### src/rtl/tdm_mux.sv
// tdm_mux: two-channel time-division multiplexer.
// Merges two valid/ready streams onto one registered, tagged output stream.
// S=0 marks a beat from channel 1, S=1 a beat from channel 2.
// Optional macro TDM_MUX_PRIORITY_EN: when defined, channel 1 always wins
// contention and no last-served state is kept; otherwise arbitration is
// round-robin.
module tdm_mux #(
  parameter int WIDTH = 8
) (
  input  logic             CLK,
  input  logic             RST,
  input  logic [WIDTH-1:0] I1,
  input  logic             V1,
  output logic             R1,
  input  logic [WIDTH-1:0] I2,
  input  logic             V2,
  output logic             R2,
  output logic [WIDTH-1:0] O,
  output logic             S,
  output logic             V,
  input  logic             R
);

  typedef enum logic {
    ST_EMPTY = 1'b0,
    ST_FULL  = 1'b1
  } state_t;

  state_t           r_state;
  state_t           w_stateNext;
  logic [WIDTH-1:0] r_data;
  logic             r_tag;

  logic             w_full;
  logic             w_load;
  logic             w_grant1;
  logic             w_grant2;
  logic             w_accept1;
  logic             w_accept2;
  logic             w_acceptAny;

  assign w_full      = (r_state == ST_FULL);
  assign w_load      = ~w_full | R;
  assign w_accept1   = R1 & V1;
  assign w_accept2   = R2 & V2;
  assign w_acceptAny = w_accept1 | w_accept2;

`ifdef TDM_MUX_PRIORITY_EN
  // Fixed priority: channel 1 wins whenever it is valid.
  always_comb begin
    w_grant1 = V1;
    w_grant2 = V2 & ~V1;
  end
`else
  logic r_last;

  // Remember which channel was served last; reset to 1 so ch1 wins first.
  always_ff @(posedge CLK or posedge RST) begin
    if (RST) begin
      r_last <= 1'b1;
    end else if (w_accept1) begin
      r_last <= 1'b0;
    end else if (w_accept2) begin
      r_last <= 1'b1;
    end
  end

  // Round-robin grant: on contention serve the channel not served last.
  always_comb begin
    w_grant1 = 1'b0;
    w_grant2 = 1'b0;
    if (V1 && V2) begin
      w_grant1 = r_last;
      w_grant2 = ~r_last;
    end else begin
      w_grant1 = V1;
      w_grant2 = V2;
    end
  end
`endif

  // Output-stage state register.
  always_ff @(posedge CLK or posedge RST) begin
    if (RST) begin
      r_state <= ST_EMPTY;
    end else begin
      r_state <= w_stateNext;
    end
  end

  // Next state: fill on accept, drain when consumed without a replacement.
  always_comb begin
    w_stateNext = r_state;
    case (r_state)
      ST_EMPTY: begin
        if (w_acceptAny) begin
          w_stateNext = ST_FULL;
        end
      end
      ST_FULL: begin
        if (R && !w_acceptAny) begin
          w_stateNext = ST_EMPTY;
        end
      end
    endcase
  end

  // Data and tag register; loads only on an accepted beat.
  always_ff @(posedge CLK or posedge RST) begin
    if (RST) begin
      r_data <= '0;
      r_tag  <= 1'b0;
    end else if (w_accept1) begin
      r_data <= I1;
      r_tag  <= 1'b0;
    end else if (w_accept2) begin
      r_data <= I2;
      r_tag  <= 1'b1;
    end
  end

  // Outputs: registered data/tag/valid, readies gated off while in reset.
  always_comb begin
    O  = r_data;
    S  = r_tag;
    V  = w_full;
    R1 = w_load & w_grant1 & ~RST;
    R2 = w_load & w_grant2 & ~RST;
  end

endmodule

### config.mk
export PLATFORM = sky130hd
export DESIGN_NAME = tdm_mux
export DESIGN_NICKNAME = d
export VERILOG_FILES = /design/src/rtl/tdm_mux.sv
export SDC_FILE = /design/constraint.sdc
export NUM_CORES = 1
export LEC_CHECK = 0
export BUFFER_PORTS_ARGS = -buffer_cell sky130_fd_sc_hd__buf_2
export CAP_MARGIN = 25
export CORE_MARGIN = 2
export CORE_UTILIZATION = 44
export DETAILED_ROUTE_END_ITERATION = 8
export HOLD_SLACK_MARGIN = 0.08
export PLACE_DENSITY_LB_ADDON = 0.12
export SLEW_MARGIN = 20
export SYNTH_ARGS = -nofsm -noshare
export SYNTH_HDL_FRONTEND = slang
export SYNTH_SLANG_ARGS = --single-unit
### constraint.sdc
create_clock -name CLK -period 1.9 [get_ports CLK]
set_clock_uncertainty 0.1 [all_clocks]
set_input_delay 0.095 -clock CLK [delete_from_list [all_inputs] [get_ports CLK]]
set_output_delay 0.095 -clock CLK [all_outputs]
set_load 0.005 [all_outputs]
==> impl_metrics.py, run 1 <==
metrics = {
    "run_status": {
        "status": "complete, no violations",
    },
    "pwr": {
        "switching_share": 0.328,
        "internal-power_uw": 491,
        "power.density_mw_per_mm2": 680,
        "clockPowerShare": 0.231,
        "p_seq_frac": 0.428,
        "ir_drop_v": 0.000383,
        "netSwitchingPower_uw": 239,
        "power.leakage_nw": 0.478,
        "pwr-share-comb": 0.341,
    },
    "floorplan": {
        "core-area_sq_mm": 0.00149,
        "die_x_um": 43.6,
        "die-area_sq_mm": 0.00190,
        "ios": 33,
        "core.rowCount": 14,
        "start_util": 0.463,
        "dieHeight_um": 43.6,
    },
    "yosys": {
        "yosys.area_share.simple": 0.230,
        "synthTopCellsByCount": "a31oi_1, dfrtp_1, nand2_1",
        "ys_top_cells_by_area": "dfrtp_1, a31oi_1, o41ai_1",
        "muxShareOfSynthArea": 0,
        "ys_async_sr_fraction": 1.00,
        "synth_edf_count": 0,
        "synth.distinct_cells": 21,
        "synth-compound-area-share": 0.276,
        "synth_area_sq_um": 689,
        "synth_seq_cells": 11,
        "yosys.area.top_type": "dfrtp_1",
        "synthAdderAreaFrac": 0,
        "synth_top_family_by_area": "compound AO/OA/AOI/OAI gates",
        "synth_ff_type": "dfrtp_1",
        "syn_avg_cell_area_sq_um": 8.84,
        "syn_nets": 99,
        "syn_inst": 78,
        "synthXorXnorAreaFrac": 0,
        "synth_top_area_frac": 0.363,
        "yosysMostFrequentCell": "a31oi_1",
        "synth_warnings": 0,
        "ys_seq_area_frac": 0.401,
    },
    "worst_hold_path": {
        "hold_end": "r_last",
        "min_from": "R",
        "min_path_cells": 5,
        "min_path_type": "input port to flop",
    },
    "setup_path": {
        "path_class": "input port to flop",
        "start_kind": "input port",
        "timing.rr.start": "V",
        "crit_chain": "dlygate4sd3_1, buf_2, or2_1, and3_1, or2_1",
        "crit_fanout": 12,
        "critPathMostFrequentCell": "or2_1",
        "cp_slowest_cell": "dlygate4sd3_1",
        "rrSetupSlack_ps": 320,
        "reg2reg_depth": 4,
        "cp-end-kind": "flop",
        "reg2reg_to": "O[2]",
        "slowest_delay_ps": 530,
        "cp.arrival_ps": 1830,
        "critPathRequiredTime_ps": 1960,
    },
    "clock_tree": {
        "clk_latency_ps": 270,
        "cts.sinks": 11,
        "cts_tree": "built",
        "cts_buffers": 3,
        "htree_levels": 1,
        "path_clk_slew_ps": 80,
        "clockRootBuffer": "clkbuf_4",
        "cts.path.max_buffers": 2,
    },
    "timing": {
        "grt_setup_unrepaired": "no",
        "setup_viol": 0,
        "tns_ps": 0,
        "finalHoldViolations": 0,
        "maxSlewHeadroom": 0.764,
        "finalCritPeriodShare": 0.933,
        "min_period_ps": 1770,
        "setup_slack_ps": 127,
        "tightest_slew_ps": 349,
        "fmax_mhz": 564,
        "final-max-slew-violation-count": 0,
    },
    "route": {
        "ant_nets": 0,
        "viasPerCell": 6.05,
        "drt_iter0_drc": 21,
        "post_drt_wl_per_cell_um": 15.2,
        "drc": 0,
        "dr.pass1.iters": 4,
        "drt-total-wl_um": 2190,
        "via_count": 871,
    },
    "placement": {
        "dp_hpwl_um": 1200,
        "dp_slack_ps": 339,
        "place.gp.congestion": 0.717,
        "port_buffers": 32,
    },
    "job": {
        "drv_cap": 0,
    },
    "global_routing": {
        "antenna_found_initial": 0,
        "grt_max_degree": 22,
        "grt_overflow": 0,
        "grt_pass1_vias": 804,
        "grt_use_total": 0.254,
        "grt_first_pass_wirelength_um": 3580,
    },
    "final_layout": {
        "nFillCells": 116,
        "antenna_cells": 0,
        "drive_gt1_frac": 0.336,
        "multi_input_area_sq_um": 349,
        "regArea_sq_um": 277,
        "area_delta_synth_final_pct": 55.9,
        "fin_nets": 150,
    },
}
[state kept, by name, indices dropped and copies added, names as in the netlist]
signal / cells
S: 1
r_last: 1
V: 1
O: 8
[power by group through the flow]
| stage | Sequential [mW] | Combinational, mW | Clock, mW |
|---|---|---|---|
| 3_5_place_dp | 0.317 | 0.209 | 0 |
| 2_1_floorplan | 0.320 | 0.126 | 0 |
| 5_1_grt | 0.317 | 0.273 | 0.183 |
| 4_1_cts | 0.313 | 0.240 | 0.173 |
| 3_3_place_gp | 0.316 | 0.208 | 0 |
| 6_report | 0.313 | 0.249 | 0.169 |
[through the flow]
step                      std cells  total power [mW]   util  hold WS (ps)  instance area (sq um)
after CTS                       142             0.725  0.709           212                   1060
after global routing            144             0.773  0.722           260                   1070
after global placement          119             0.523  0.564           184                    840
after floorplan                  78             0.446      -          99.5                    689
final                           144             0.730  0.722           229                   1070
after detailed placement        119             0.526  0.564           191                    840
[area by class of cell]
class	count	area share
flip-flops and latches	11	0.257
well taps	16	0.0186
multi-input cells	54	0.325
repair buffers	56	0.361
clock buffers	4	0.0244
inverters	3	0.0140
[critical path, delay by kind of cell]
family | cells | cell delay (ps)
buf+inv | 2 | 740
simple gates | 3 | 1000
[placed cells by master (no fill, tap or decap)]
master,synthesis,layout
nor2_1,1,1
buf_4,1,5
inv_1,2,2
dlygate4sd3_1,0,19
nor2b_4,1,1
nor2b_1,1,1
dfrtp_1,10,10
dfstp_2,1,1
clkbuf_4,0,3
o41ai_1,8,8
or2_1,2,2
clkinvlp_4,0,1
a31oi_1,18,18
nor4_1,1,1
nand4_1,1,1
o31ai_1,1,1
nand2b_1,1,1
and3_1,1,1
buf_2,3,32
clkbuf_1,5,1
or4_1,8,8
nand2_1,10,10
[layer usage]
layer  GRT usage  wire length (um)
met3      0.0500               177
met2       0.418              1150
met1       0.320               858
met5           0                 0
met4       0.115                 8
[cell families after synthesis]
| kind of cell | after synthesis |
|---|---|
| AND/OR/NAND/NOR | 27 |
| AO/OA/AOI/OAI | 27 |
| buffers and inverters | 13 |
| flip-flops | 11 |
[how the worst max path moves through the flow]
stage                start  cells past startpoint    to
floorplan           r_last                      4  O[5]
global placement         V                      4  O[5]
detailed placement       V                      4  O[2]
CTS                     V1                      5    R1
global route           RST                      7    R2
finish                  V1                      5     V
[timing repair]
item	in CTS	in global routing
hold buffers	19	0
endpoints found under the setup margin	0	1
gates resized for setup	0	1
setup buffers	0	2
hold endpoints to repair	20	0
Note: power is estimated with default switching activity, not from simulation.
==> run 2: changes to the inputs <==
--- a/config.mk
+++ b/config.mk
@@ -8,7 +8,7 @@
 export BUFFER_PORTS_ARGS = -buffer_cell sky130_fd_sc_hd__buf_2
 export CAP_MARGIN = 25
 export CORE_MARGIN = 2
-export CORE_UTILIZATION = 44
+export CORE_UTILIZATION = 40
 export DETAILED_ROUTE_END_ITERATION = 8
 export HOLD_SLACK_MARGIN = 0.08
 export PLACE_DENSITY_LB_ADDON = 0.12
==> constraint.sdc (replaced) <==
create_clock -name CLK -period 1.6 [get_ports CLK]
set_clock_uncertainty 0.1 [all_clocks]
set_input_delay 0.08 -clock CLK [delete_from_list [all_inputs] [get_ports CLK]]
set_output_delay 0.08 -clock CLK [all_outputs]
set_load 0.005 [all_outputs]
==> impl_metrics.py, run 2 (synthesis results as in run 1) <==
metrics = {
    "floorplan": {
        "core.rowCount": 14,
        "dieHeight_um": 45.5,
        "die-area_sq_mm": 0.00207,
        "core-area_sq_mm": 0.00156,
        "die_x_um": 45.5,
        "start_util": 0.442,
        "ios": 33,
    },
    "timing": {
        "finalCritPeriodShare": 0.962,
        "setup_viol": 0,
        "whs_ps": 154,
        "finalHoldViolations": 0,
        "tns_ps": 0,
        "tightest_slew_ps": 492,
        "final-max-slew-violation-count": 0,
        "min_period_ps": 1540,
        "maxSlewHeadroom": 0.671,
        "grt_setup_unrepaired": "no",
        "fmax_mhz": 650,
    },
    "setup_path": {
        "cp-startpoint": "V",
        "cp.arrival_ps": 1630,
        "start_kind": "flop",
        "crit_fanout": 8,
        "path_class": "flop to flop",
        "reg2reg_to": "O[6]",
        "reg2reg_depth": 4,
        "critPathRequiredTime_ps": 1690,
        "rrSetupSlack_ps": 60,
        "timing.rr.start": "V",
        "cp-end-kind": "flop",
    },
    "global_routing": {
        "grt_overflow": 0,
        "antenna_found_initial": 0,
        "grt_max_degree": 21,
        "grt_use_total": 0.230,
        "grt_pass1_vias": 785,
        "grt_first_pass_wirelength_um": 3440,
    },
    "worst_hold_path": {
        "min_path_cells": 4,
        "min_from": "V1",
        "min_path_type": "input port to flop",
        "hold_end": "O[2]",
    },
    "final_layout": {
        "largest_register_ffs": 8,
        "drive_gt1_frac": 0.338,
        "final_common_cell": "buf_2",
        "antenna_cells": 0,
        "nFillCells": 128,
        "mostFrequentLayoutCells": "buf_2, dlygate4sd3_1, a31oi_1",
        "area_delta_synth_final_pct": 59.5,
        "fin_nets": 152,
    },
    "pwr": {
        "pwr-share-comb": 0.354,
        "power.leakage_nw": 0.492,
        "power_uw": 872,
        "power.density_mw_per_mm2": 793,
        "p_seq_frac": 0.429,
        "ir_drop_v": 0.000605,
        "internal-power_uw": 591,
        "netSwitchingPower_uw": 280,
        "switching_share": 0.322,
        "clockPowerShare": 0.217,
    },
    "clock_tree": {
        "htree_levels": 1,
        "clk_latency_ps": 270,
        "cts_tree": "built",
        "cts.sinks": 11,
        "cts_buffers": 3,
        "path_clk_slew_ps": 70,
        "clockRootBuffer": "clkbuf_4",
        "cts_setup_buffers": 0,
        "cts.path.max_buffers": 2,
    },
    "placement": {
        "dp_hpwl_um": 1210,
        "port_buffers": 32,
        "place.gp.congestion": 0.723,
    },
    "route": {
        "post_drt_wl_per_cell_um": 15.4,
        "drt_iter0_drc": 27,
        "drc": 0,
        "dr.pass1.iters": 6,
        "via_count": 850,
        "viasPerCell": 5.82,
        "drt-total-wl_um": 2250,
        "ant_nets": 0,
    },
    "run_status": {
        "status": "complete, no violations",
    },
    "job": {
        "drv_cap": 0,
    },
}
-- run 2: changes by cell type in the layout (fill, tap and decap cells not counted), sizes merged --
cell           before  now
clkinv              0    1
clkinvlp            1    0
dlygate4sd3        19   20
clkdlybuf4s15       0    1
-- run 2: worst max-delay path by stage --
stage                     endpoint  slack, ps
after CTS                     O[4]         40
after floorplan               O[5]         80
after detailed placement      O[5]         50
after global placement        O[5]         90
final                         O[6]         60
after global routing          O[2]          4
-- run 2: final cells by class --
class | count | area [sq um] | share of cell area
clock buffers | 4 | 26.3 | 0.0239
inverters | 3 | 11.3 | 0.0102
multi-input cells | 54 | 357 | 0.324
flip-flops and latches | 11 | 277 | 0.251
well taps | 16 | 20.0 | 0.0182
repair buffers | 58 | 409 | 0.372
-- run 2: power by group through the flow --
stage	clock network (mW)	logic, mW	registers (mW)
3_3_place_gp	0	0.256	0.373
6_report	0.189	0.309	0.374
5_1_grt	0.208	0.338	0.379
4_1_cts	0.194	0.299	0.372
2_1_floorplan	0	0.150	0.380
3_5_place_dp	0	0.257	0.375
-- run 2: what timing repair did --
item / CTS / global route
resized for setup: 0 / 2
hold buffers: 20 / 0
endpoints found under the hold margin: 20 / 0
endpoints found under the setup margin: 0 / 6
-- run 2: metal layers --
metal | GRT usage | vias to the layer above | wire (um)
met5 | 0 | - | 0
met4 | 0.0353 | 0 | 0
met3 | 0.0754 | 0 | 144
met2 | 0.383 | 39 | 1140
met1 | 0.293 | 398 | 967
li1 | - | 413 | -
-- run 2: through the flow --
stage | setup slack (ps) | utilization | instances | instance area (sq um)
floorplan | 84.6 | - | 78 | 689
global placement | 89.4 | 0.548 | 121 | 855
detailed placement | 45.2 | 0.548 | 121 | 855
CTS | 41.2 | 0.693 | 145 | 1080
global route | 3.93 | 0.705 | 146 | 1100
finish | 61.2 | 0.705 | 146 | 1100
-- run 2: worst max-delay path, stage by stage (launching register included) --
cell and delay [ps]:
dfrtp_1 400, nor2b_4 140, buf_4 150, or4_1 500
a31oi_1 170
==> run 3: changes to the inputs <==
==> constraint.sdc (replaced) <==
create_clock -name CLK -period 1.4 [get_ports CLK]
set_clock_uncertainty 0.1 [all_clocks]
set_input_delay 0.07 -clock CLK [delete_from_list [all_inputs] [get_ports CLK]]
set_output_delay 0.07 -clock CLK [all_outputs]
set_load 0.005 [all_outputs]
==> impl_metrics.py, run 3 (synthesis results as in run 1) <==
metrics = {
    "clock_tree": {
        "htree_levels": 1,
        "cts_tree": "built",
        "clk_latency_ps": 270,
        "cts_buffers": 3,
        "clockRootBuffer": "clkbuf_4",
        "cts.sinks": 11,
        "path_clk_slew_ps": 80,
        "cts.path.max_buffers": 2,
    },
    "timing": {
        "tns_ps": -452,
        "maxSlewHeadroom": 0.664,
        "setup_slack_ps": -70.1,
        "finalHoldViolations": 0,
        "whs_ps": 95.6,
        "min_period_ps": 1470,
        "final-max-slew-violation-count": 0,
        "fmax_mhz": 680,
        "grt_setup_unrepaired": "yes",
        "setup_viol": 9,
        "finalCritPeriodShare": 1.05,
        "tightest_slew_ps": 502,
    },
    "floorplan": {
        "start_util": 0.442,
        "die-area_sq_mm": 0.00207,
        "dieHeight_um": 45.5,
        "core-area_sq_mm": 0.00156,
        "core.rowCount": 14,
        "ios": 33,
        "die_x_um": 45.5,
    },
    "pwr": {
        "power.density_mw_per_mm2": 888,
        "ir_drop_v": 0.000690,
        "power_mw": 1.09,
        "power.leakage_nw": 0.560,
    },
    "global_routing": {
        "grt_first_pass_wirelength_um": 3820,
        "grt_use_total": 0.260,
        "grt_max_degree": 21,
        "grt_overflow": 0,
        "antenna_found_initial": 0,
        "grt_pass1_vias": 852,
    },
    "placement": {
        "dpl-instance-area_sq_um": 915,
        "port_buffers": 32,
        "place.gp.congestion": 0.765,
        "dp_slack_ps": -45.3,
        "dp_cells": 127,
        "dp_hpwl_um": 1310,
    },
    "route": {
        "via_count": 929,
        "dr.pass1.iters": 4,
        "viasPerCell": 5.92,
        "drt_iter0_drc": 31,
        "ant_nets": 0,
        "drc": 0,
        "drt-total-wl_um": 2390,
        "post_drt_wl_per_cell_um": 15.2,
    },
    "final_layout": {
        "drive_gt1_frac": 0.418,
        "final_common_cell": "buf_2",
        "final_area_sq_mm": 0.00123,
        "antenna_cells": 0,
        "fin_util": 0.787,
        "area_delta_synth_final_pct": 78.0,
        "fin_nets": 163,
        "fin_cells": 157,
        "mostFrequentLayoutCells": "buf_2, dlygate4sd3_1, a31oi_1",
        "nFillCells": 113,
        "largest_register_ffs": 8,
    },
    "setup_path": {
        "start_kind": "flop",
        "cp_slowest_cell": "dfrtp_1",
        "cp.arrival_ps": 1510,
        "reg2reg_to": "O[6]",
        "critPathRequiredTime_ps": 1440,
        "timing.rr.start": "V",
        "cp-end-kind": "flop",
        "path_class": "flop to flop",
        "reg2reg_depth": 4,
        "slowest_delay_ps": 400,
        "crit_chain": "nor2b_2, buf_4, o41ai_1, a31oi_1",
        "rrSetupSlack_ps": -70,
        "crit_fanout": 6,
    },
    "worst_hold_path": {
        "min_path_type": "input port to flop",
        "min_path_cells": 3,
        "hold_end": "r_last",
        "min_from": "V1",
    },
    "run_status": {
        "status": "finished, violations left",
        "violations": "negative setup slack",
    },
    "job": {
        "drv_cap": 0,
    },
}
==> run 3: worst max-delay path by stage <==
stage                     startpoint  endpoint  slack [ps]
final                              V      O[6]         -70
after global routing          r_last        R1        -160
after CTS                          V        R1         -70
after detailed placement      r_last      O[4]         -50
after global placement        r_last      O[4]         0.3
after floorplan                    V      O[5]         -50
==> run 3: critical path, delay by kind of cell, from the launching register on <==
kind / cells / cell delay (ps)
flops: 1 / 400
buf+inv: 1 / 150
compound gates: 2 / 480
simple gates: 1 / 200
==> run 3: final cells by class <==
| type | count | area (sq um) | area share |
|---|---|---|---|
| clock buffers | 4 | 26.3 | 0.0214 |
| multi-input cells | 56 | 404 | 0.329 |
| inverters | 3 | 11.3 | 0.00917 |
| flip-flops and latches | 11 | 277 | 0.225 |
| well taps | 16 | 20.0 | 0.0163 |
| repair buffers | 67 | 489 | 0.399 |
==> run 3: where the power goes <==
| part | internal (mW) | switching [mW] | leakage (nW) | total, mW |
|---|---|---|---|---|
| combinational | 0.236 | 0.198 | 0.422 | 0.434 |
| sequential | 0.386 | 0.0402 | 0.123 | 0.426 |
| clock | 0.110 | 0.119 | 0.0150 | 0.230 |
==> run 3: per-layer routing <==
| metal | global-route usage | share of wire | vias to the layer above |
|---|---|---|---|
| met5 | 0 | 0 | - |
| met4 | 0.0882 | 0.016 | 0 |
| met3 | 0.0357 | 0.058 | 5 |
| met2 | 0.448 | 0.52 | 42 |
| met1 | 0.328 | 0.40 | 441 |
| li1 | - | - | 441 |
==> run 3: repair_timing <==
item	CTS	global route
pin swaps	9	4
hold buffers	19	0
setup buffers	5	0
setup endpoints to repair	10	10
hold endpoints to repair	20	0
gates cloned	2	0
resized for setup	5	3
